<file path="config.mk">
export PLATFORM = sky130hd
export DESIGN_NAME = bus_master_if
export DESIGN_NICKNAME = d
export VERILOG_FILES = /design/src/rtl/bus_master_if.sv
export SDC_FILE = /design/constraint.sdc
export NUM_CORES = 1
export LEC_CHECK = 0
export ABC_AREA = 1
export CORE_MARGIN = 2
export CORE_UTILIZATION = 30
export DETAILED_ROUTE_END_ITERATION = 12
export PLACE_DENSITY_LB_ADDON = 0.05
export SYNTH_ARGS = -nofsm -noshare
export SYNTH_HDL_FRONTEND = slang
export SYNTH_SLANG_ARGS = --single-unit
</file>
<file path="constraint.sdc">
create_clock -name clk -period 4.8 [get_ports clk]
set_clock_uncertainty 0.15 [all_clocks]
set_input_delay 0.96 -clock clk [delete_from_list [all_inputs] [get_ports clk]]
set_output_delay 0.96 -clock clk [all_outputs]
set_load 0.005 [all_outputs]
</file>
<file path="src/rtl/bus_master_if.sv">
// Per-master shared-bus interface: turns a hold-until-ack local request into a
// request/grant/strobe/ready bus access, with a watchdog for unanswered accesses.
module bus_master_if #(
    parameter int unsigned ADDR_W  = 30,
    parameter int unsigned DATA_W  = 32,
    parameter int unsigned TIMEOUT = 16,
    parameter int unsigned TO_W    = 8
) (
    input  logic              clk,
    input  logic              reset,
    input  logic              cpu_req,
    input  logic              cpu_rw,
    input  logic [ADDR_W-1:0] cpu_addr,
    input  logic [DATA_W-1:0] cpu_wr_data,
    output logic [DATA_W-1:0] cpu_rd_data,
    output logic              cpu_ack,
    output logic              cpu_err,
    output logic              cpu_busy,
    output logic              bus_req_,
    input  logic              bus_grnt_,
    output logic              bus_as_,
    output logic              bus_rw,
    output logic [ADDR_W-1:0] bus_addr,
    output logic [DATA_W-1:0] bus_wr_data,
    input  logic [DATA_W-1:0] bus_rd_data,
    input  logic              bus_rdy_
);

    localparam bit            WD_EN   = (TIMEOUT != 0);
    localparam logic [TO_W-1:0] WD_LAST = TO_W'((TIMEOUT == 0) ? 0 : TIMEOUT - 1);

    typedef enum logic [1:0] {
        IDLE   = 2'd0,
        REQ    = 2'd1,
        ACCESS = 2'd2
    } state_t;

    state_t          state;
    logic [TO_W-1:0] wd_cnt;

    // Single registered FSM; ack/err and the strobe default to inactive each cycle.
    always_ff @(posedge clk) begin
        if (reset) begin
            state       <= IDLE;
            bus_req_    <= 1'b1;
            bus_as_     <= 1'b1;
            bus_rw      <= 1'b1;
            bus_addr    <= '0;
            bus_wr_data <= '0;
            cpu_rd_data <= '0;
            cpu_ack     <= 1'b0;
            cpu_err     <= 1'b0;
            cpu_busy    <= 1'b0;
            wd_cnt      <= '0;
        end else begin
            cpu_ack <= 1'b0;
            cpu_err <= 1'b0;
            bus_as_ <= 1'b1;
            case (state)
                IDLE: begin
                    if (cpu_req) begin
                        bus_rw      <= cpu_rw;
                        bus_addr    <= cpu_addr;
                        bus_wr_data <= cpu_wr_data;
                        bus_req_    <= 1'b0;
                        cpu_busy    <= 1'b1;
                        state       <= REQ;
                    end
                end
                REQ: begin
                    if (!bus_grnt_) begin
                        bus_as_ <= 1'b0;
                        wd_cnt  <= '0;
                        state   <= ACCESS;
                    end
                end
                ACCESS: begin
                    // Slave ready takes priority over a coincident watchdog expiry.
                    if (!bus_rdy_) begin
                        if (bus_rw) begin
                            cpu_rd_data <= bus_rd_data;
                        end
                        cpu_ack  <= 1'b1;
                        cpu_busy <= 1'b0;
                        bus_req_ <= 1'b1;
                        bus_rw   <= 1'b1;
                        state    <= IDLE;
                    end else if (WD_EN && (wd_cnt == WD_LAST)) begin
                        cpu_ack     <= 1'b1;
                        cpu_err     <= 1'b1;
                        cpu_rd_data <= '0;
                        cpu_busy    <= 1'b0;
                        bus_req_    <= 1'b1;
                        state       <= IDLE;
                    end else begin
                        wd_cnt <= wd_cnt + TO_W'(1);
                    end
                end
                default: begin
                    state    <= IDLE;
                    bus_req_ <= 1'b1;
                    cpu_busy <= 1'b0;
                end
            endcase
        end
    end

endmodule

</file>
==> results of run 1 <==
==> sequential cells by signal (all words and copies together), names as in the netlist <==
signal and count:
cpu_busy 1, cpu_rd_data 32, bus_req_ 1, state 2, wd_cnt 8, cpu_err 1
bus_rw 1, cpu_ack 1, bus_addr 30, bus_wr_data 32, bus_as_ 1
==> critical path: stages <==
cell             delay [ps]
clkdlybuf4s50_1         500
nand3_2                  80
buf_4                   290
inv_2                   830
nor2_1                   90
nor2_1                  140
==> layer usage <==
layer  part of all wire, %  GRT usage (%)  vias up  routed length [um]
li1                      -              -     2356                   -
met1                    42           19.1     1955                5670
met2                    45           26.7      141                5980
met3                    11           8.77       16                1470
met4                   1.7           5.43        0                 227
met5                     0              0        -                   0
==> final timing paths <==
| check | slack [ps] | endpoint |
|---|---|---|
| worst min-delay path | 310 | bus_req_$_SDFFE_PP1P_ |
| worst min register to register | 310 | bus_req_$_SDFFE_PP1P_ |
| worst max register to register | 2100 | cpu_rd_data[23]$_SDFFE_PP0P_ |
| worst max-delay path | 2010 | bus_wr_data[24]$_SDFFE_PP0P_ |
==> final cells by class <==
type | instances | area (um^2)
tap | 184 | 230
timing repair buffer | 204 | 2030
inverter | 78 | 293
fill | 1501 | 7670
multi-input combinational | 422 | 1830
clock inverter | 7 | 105
clock buffer | 9 | 225
sequential | 110 | 2200
==> cells in the mapped netlist <==
library cell	count
nand3_4	1
o21bai_2	1
nand2_4	1
buf_4	1
dfxtp_1	110
nand4_1	32
nand2_1	121
clkbuf_1	25
buf_1	2
ha_1	1
xor2_1	1
a21oi_1	9
o21ai_0	67
clkinv_1	1
nor3_1	2
nor2_2	1
nor2_1	173
nand3_1	10
buf_2	12
nand3_2	1
inv_1	75
inv_2	2
o211ai_1	1
==> power by group through the flow <==
stage | logic, mW | clock network, mW | registers, mW
2_1_floorplan | 0.149 | 0 | 1.03
3_3_place_gp | 0.383 | 0 | 1.02
3_5_place_dp | 0.386 | 0 | 1.02
4_1_cts | 0.389 | 0.866 | 1.00
5_1_grt | 0.427 | 0.901 | 1.01
6_report | 0.382 | 0.832 | 1.00
==> placed cells by master (no fill, tap or decap), types with 2 or more instances in the layout <==
master	n
nand2_1	121
clkdlybuf4s50_1	199
buf_4	5
nor3_1	2
dfxtp_1	110
o21ai_0	67
nand4_1	32
clkbuf_16	9
nand3_1	9
a21oi_1	9
inv_6	2
nor2_1	173
inv_2	3
nand3_2	2
bufinv_16	2
inv_1	74
==> logic make-up (layout without fill, tap and decap cells) <==
group,Yosys count,in the layout,synth area share [%]
and+or+nand+nor,342,342,31.4
AOI/OAI and AO/OA,78,78,8.88
xor gates and xnor gates,1,1,0.195
buffers and inverters,118,298,10.3
adders and majority gates,1,1,0.278
DFF,110,110,49.0
==> results.md, run 1 <==
- # DRC: 0
- Std cell rows: 44
- Period utilization: 58.1%
- Post-Route Hold Slack: 309 ps
- Crit end category: flip-flop
- CTS tree: yes
- RSZ-0062 raised after global routing: false
- Peak supply drop: 0.191 mV
- Pint: 1.65 mW
- Dpl hpwl: 9.07 mm
- Post-CTS Hold Fix Bufs: 0
- Area growth from synthesis to layout: 54.0%
- Clk root buf: clkbuf_16
- Total chip power: 2.22 mW
- Slew headroom: 23.9%
- GRT Total Usage: between 10% and 20%
- Critical path required time: 4950 ps
- Net Sw Frac: approximately a quarter
- Largest net degree at the start of global routing: 67
- Post-Route WL: about 13 mm
- Die height: 126 um
- Crit. Startpoint: cpu_req
- Cells after DPL: 998
- Ant diodes: 0
- Clk slew on worst S/H paths: 80 ps
- Min setup slack post-route: 2010 ps
- Die Width: 126 um
- Clock sinks: 110
- Crit Reg-Reg Startpoint: state[0]$_SDFFE_PP0P_
- Setup_tns: 0 ps
- Post-layout util: 47.4%
- Syn_area_per_cell: 6.91 um^2
- Power density cells: ~320 mW/mm^2
- Yosys cell types: 23
- Synthesis-stage register bit count: 110
- Vias in the first global route: 4292
- Worst Path Max Fanout: 66
- Htree depth: 3
- Min cycle time layout: 2790 ps
- Peak Freq: 358 MHz
- Clock Latency Late Sink: approximately 360 ps
- Pleak: 2.86 nW
- Routed len/inst: 13.2 um
- Max Slew Vio Count: 0
- CTS Buffer Depth: 2
- Post-route cell area: 0.00692 mm^2
- Via Count: ~4.5k
- Cts repair resizes: 0
- R2r worst-path depth: 7
- Clock share of power: 37.5%
- Post-synth top area cell: dfxtp_1
- Synth Instances: 650
- Worst Hold Depth: 2
- GRT overflow: 0
- Mapped Area: 0.00449 mm^2
- Final hold vios: 0
- Synth warn: 0
- Final std cells w/o fill: 1014
- Fraction of layout cells with a size suffix above 1: 3.61%
- Crit start category: input pin
- Slew @ Worst Pin: 1130 ps
- Initial DRT Pass Iterations: 5
- Register area share after synthesis: 49.0%
- Total core area: around 0.015 mm^2
- Max Cap Viol: 0
- Sequential share of power: around 45%
- DP Worst Slack: between 1500 and 2000 ps
- CP Class: input pin to flip-flop
- Initial core utilization: 30.8%
- Min-delay worst type: flip-flop to flip-flop
- DIE AREA: 0.0160 mm^2
- Post-synth top area share: 49.0%
- First DRT Iteration DRCs: 200
- Vias per Instance: between 4 and 5
- Top post-synthesis cells by area: dfxtp_1, nor2_1, nand2_1, o21ai_0, inv_1
- Combinational cell fraction of total power: between 15 and 20%
- Final Setup Violations: 0
- Antenna violations before repair: 0
- RD Place Congestion: 0.797
- Buffers on Ports: 199
- Sw power: roughly 0.56 mW
- Outcome: completed
- Hold path startpoint: bus_req_$_SDFFE_PP1P_
- Syn nets: 751
- Layout Nets: 926
- DRT antenna net count: 0
- I/O Pins: 200
- Worst Path Arrival: 2940 ps
- Cts bufs inserted: 9
- Post-CTS Setup Bufs: 0
- DP Area: about 0.0066 mm^2
- First-pass GRT wire length: 21.6 mm
Power figures use the tool's default switching activity.
==> run 2: changes to the inputs <==
==> constraint.sdc (replaced) <==
create_clock -name clk -period 2.6 [get_ports clk]
set_clock_uncertainty 0.15 [all_clocks]
set_input_delay 0.52 -clock clk [delete_from_list [all_inputs] [get_ports clk]]
set_output_delay 0.52 -clock clk [all_outputs]
set_load 0.005 [all_outputs]
==> run 2 against run 1 <==
  * Worst hold slack improved by 8.4 ps
  * Clock power rose by 69%
  * Routed wire length rose by 0.37%
  * Power rose by 80%
  * Global-route usage rose by 0.25 points
  * Combinational power rose by 90%
  * Die area did not move
==> results.md, run 2 (same netlist as run 1, synthesis figures left out) <==
- Outcome: completed
- First-pass GRT wire length: 22.0 mm
- First DRT Iteration DRCs: 235
- DP Area: 0.00669 mm^2
- Via Count: 4504
- Ant diodes: 0
- CTS tree: yes
- CP max stage delay: between 500 and 600 ps
- Clock sinks: 110
- CTS Buffer Depth: 2
- Largest net degree at the start of global routing: 47
- Max Cap Viol: 0
- I/O Pins: 200
- Critical path cell sequence: clkdlybuf4s50_1, nand3_1, o21bai_2, nand2_1, inv_1, nor2_1, nor2_1
- Die height: 126 um
- Antenna violations before repair: 0
- Vias in the first global route: 4525
- Total core area: 0.0146 mm^2
- Pleak: 2.90 nW
- Crit end category: flip-flop
- Post-CTS Setup Bufs: 0
- GRT overflow: 0
- Min setup slack post-route: 609 ps
- Commonest non-fill, non-tap cells in the layout: clkdlybuf4s50_1, nor2_1, nand2_1
- Vias per Instance: roughly 4.4
- Slew @ Worst Pin: 438 ps
- Fill cell count: approximately 1.5k
- Die Width: 126 um
- Area occupied by multi-input gates: 0.00183 mm^2
- Initial DRT Pass Iterations: 4
- Power density cells: 570 mW/mm^2
- Final std cells w/o fill: approximately 1.0k
- Max Slew Vio Count: 0
- Std cell rows: 44
- Post-route cell area: around 0.0070 mm^2
- DP Worst Slack: 243 ps
- Largest regs: bus_wr_data x32, cpu_rd_data x32, bus_addr x30
- Commonest non-fill, non-tap cell in the layout: clkdlybuf4s50_1
- Worst Path Max Fanout: 15
- Initial core utilization: 30.8%
- Clock Latency Late Sink: 350 ps
- Slowest cell on the critical path: clkdlybuf4s50_1
- Post-Route WL: 13.4 mm
- DIE AREA: between 0.015 and 0.02 mm^2
- Final hold vios: 0
- Critical path required time: 2700 ps
- Most used cell, CP: nor2_1
- FF+latch area: 0.00220 mm^2
- Post-CTS Hold Fix Bufs: 0
- Cts bufs inserted: 9
- Cells after DPL: 1008
- Crit start category: input pin
- Buffers on Ports: 199
- Peak Freq: 502 MHz
- Dpl hpwl: approximately 9.5 mm
- Peak supply drop: 0.330 mV
- Htree depth: 3
- Final Setup Violations: 0
- RSZ-0062 raised after global routing: false
- Fraction of layout cells with a size suffix above 1: 4.76%
- Slew headroom: 70.7%
- RD Place Congestion: approximately 0.78
- Min-delay worst type: flip-flop to flip-flop
- Period utilization: between 70% and 80%
- Setup_tns: 0 ps
- DRT antenna net count: 0
- Cts repair resizes: 0
- GRT Total Usage: 16.9%
- CP Class: input pin to flip-flop
- Clk root buf: clkbuf_16
- Layout Nets: approximately 940
- Min cycle time layout: between 1500 and 2000 ps
- Area growth from synthesis to layout: 55.7%
- # DRC: 0
- Worst Path Arrival: 2090 ps
- Clk slew on worst S/H paths: 70 ps
- Routed len/inst: 13.1 um
- Post-layout util: 48.0%
-- run 2: through the flow --
stage / hold WS (ps) / total power [mW]
after floorplan: 296 / 2.17
after global placement: 295 / 2.61
after detailed placement: 303 / 2.62
after CTS: 317 / 4.07
after global routing: 351 / 4.21
final: 317 / 3.99
-- run 2: critical path: cells and delay by family --
kind | cells | cell delay, ps
buf+inv | 2 | 680
simple gates | 4 | 640
compound gates | 1 | 240
-- run 2: layer usage --
metal,routed length [um],up-vias,global-route usage [%]
met4,164,0,3.81
met2,6170,147,28.2
met1,5620,1964,18.9
li1,-,2381,-
met5,0,-,0
met3,1440,12,9.49
-- run 2: area by class of cell --
| cell class | count | area share, % |
|---|---|---|
| Sequential cell | 110 | 31.5 |
| Multi-Input combinational cell | 422 | 26.2 |
| Tap cell | 184 | 3.29 |
| Clock buffer | 10 | 3.42 |
| Timing Repair Buffer | 214 | 30.4 |
| Clock inverter | 6 | 0.966 |
| Inverter | 78 | 4.19 |
-- run 2: power by group --
part           total (mW)  internal, mW  switching, mW  leakage, nW
sequential           1.85          1.79         0.0568        0.903
combinational       0.726         0.414          0.312         1.85
clock                1.41         0.779          0.633        0.145
total                3.99          2.99           1.00         2.90
-- run 2: worst paths after layout --
check / from / to / slack, ps / cells after the start
worst max-delay path: bus_rdy_ / wd_cnt[0]$_SDFFE_PP0P_ / 610 / 7
worst min-delay path: bus_req_$_SDFFE_PP1P_ / bus_req_$_SDFFE_PP1P_ / 320 / 2
worst max register to register: wd_cnt[0]$_SDFFE_PP0P_ / cpu_rd_data[5]$_SDFFE_PP0P_ / 670 / 9
worst min register to register: bus_req_$_SDFFE_PP1P_ / bus_req_$_SDFFE_PP1P_ / 320 / 2
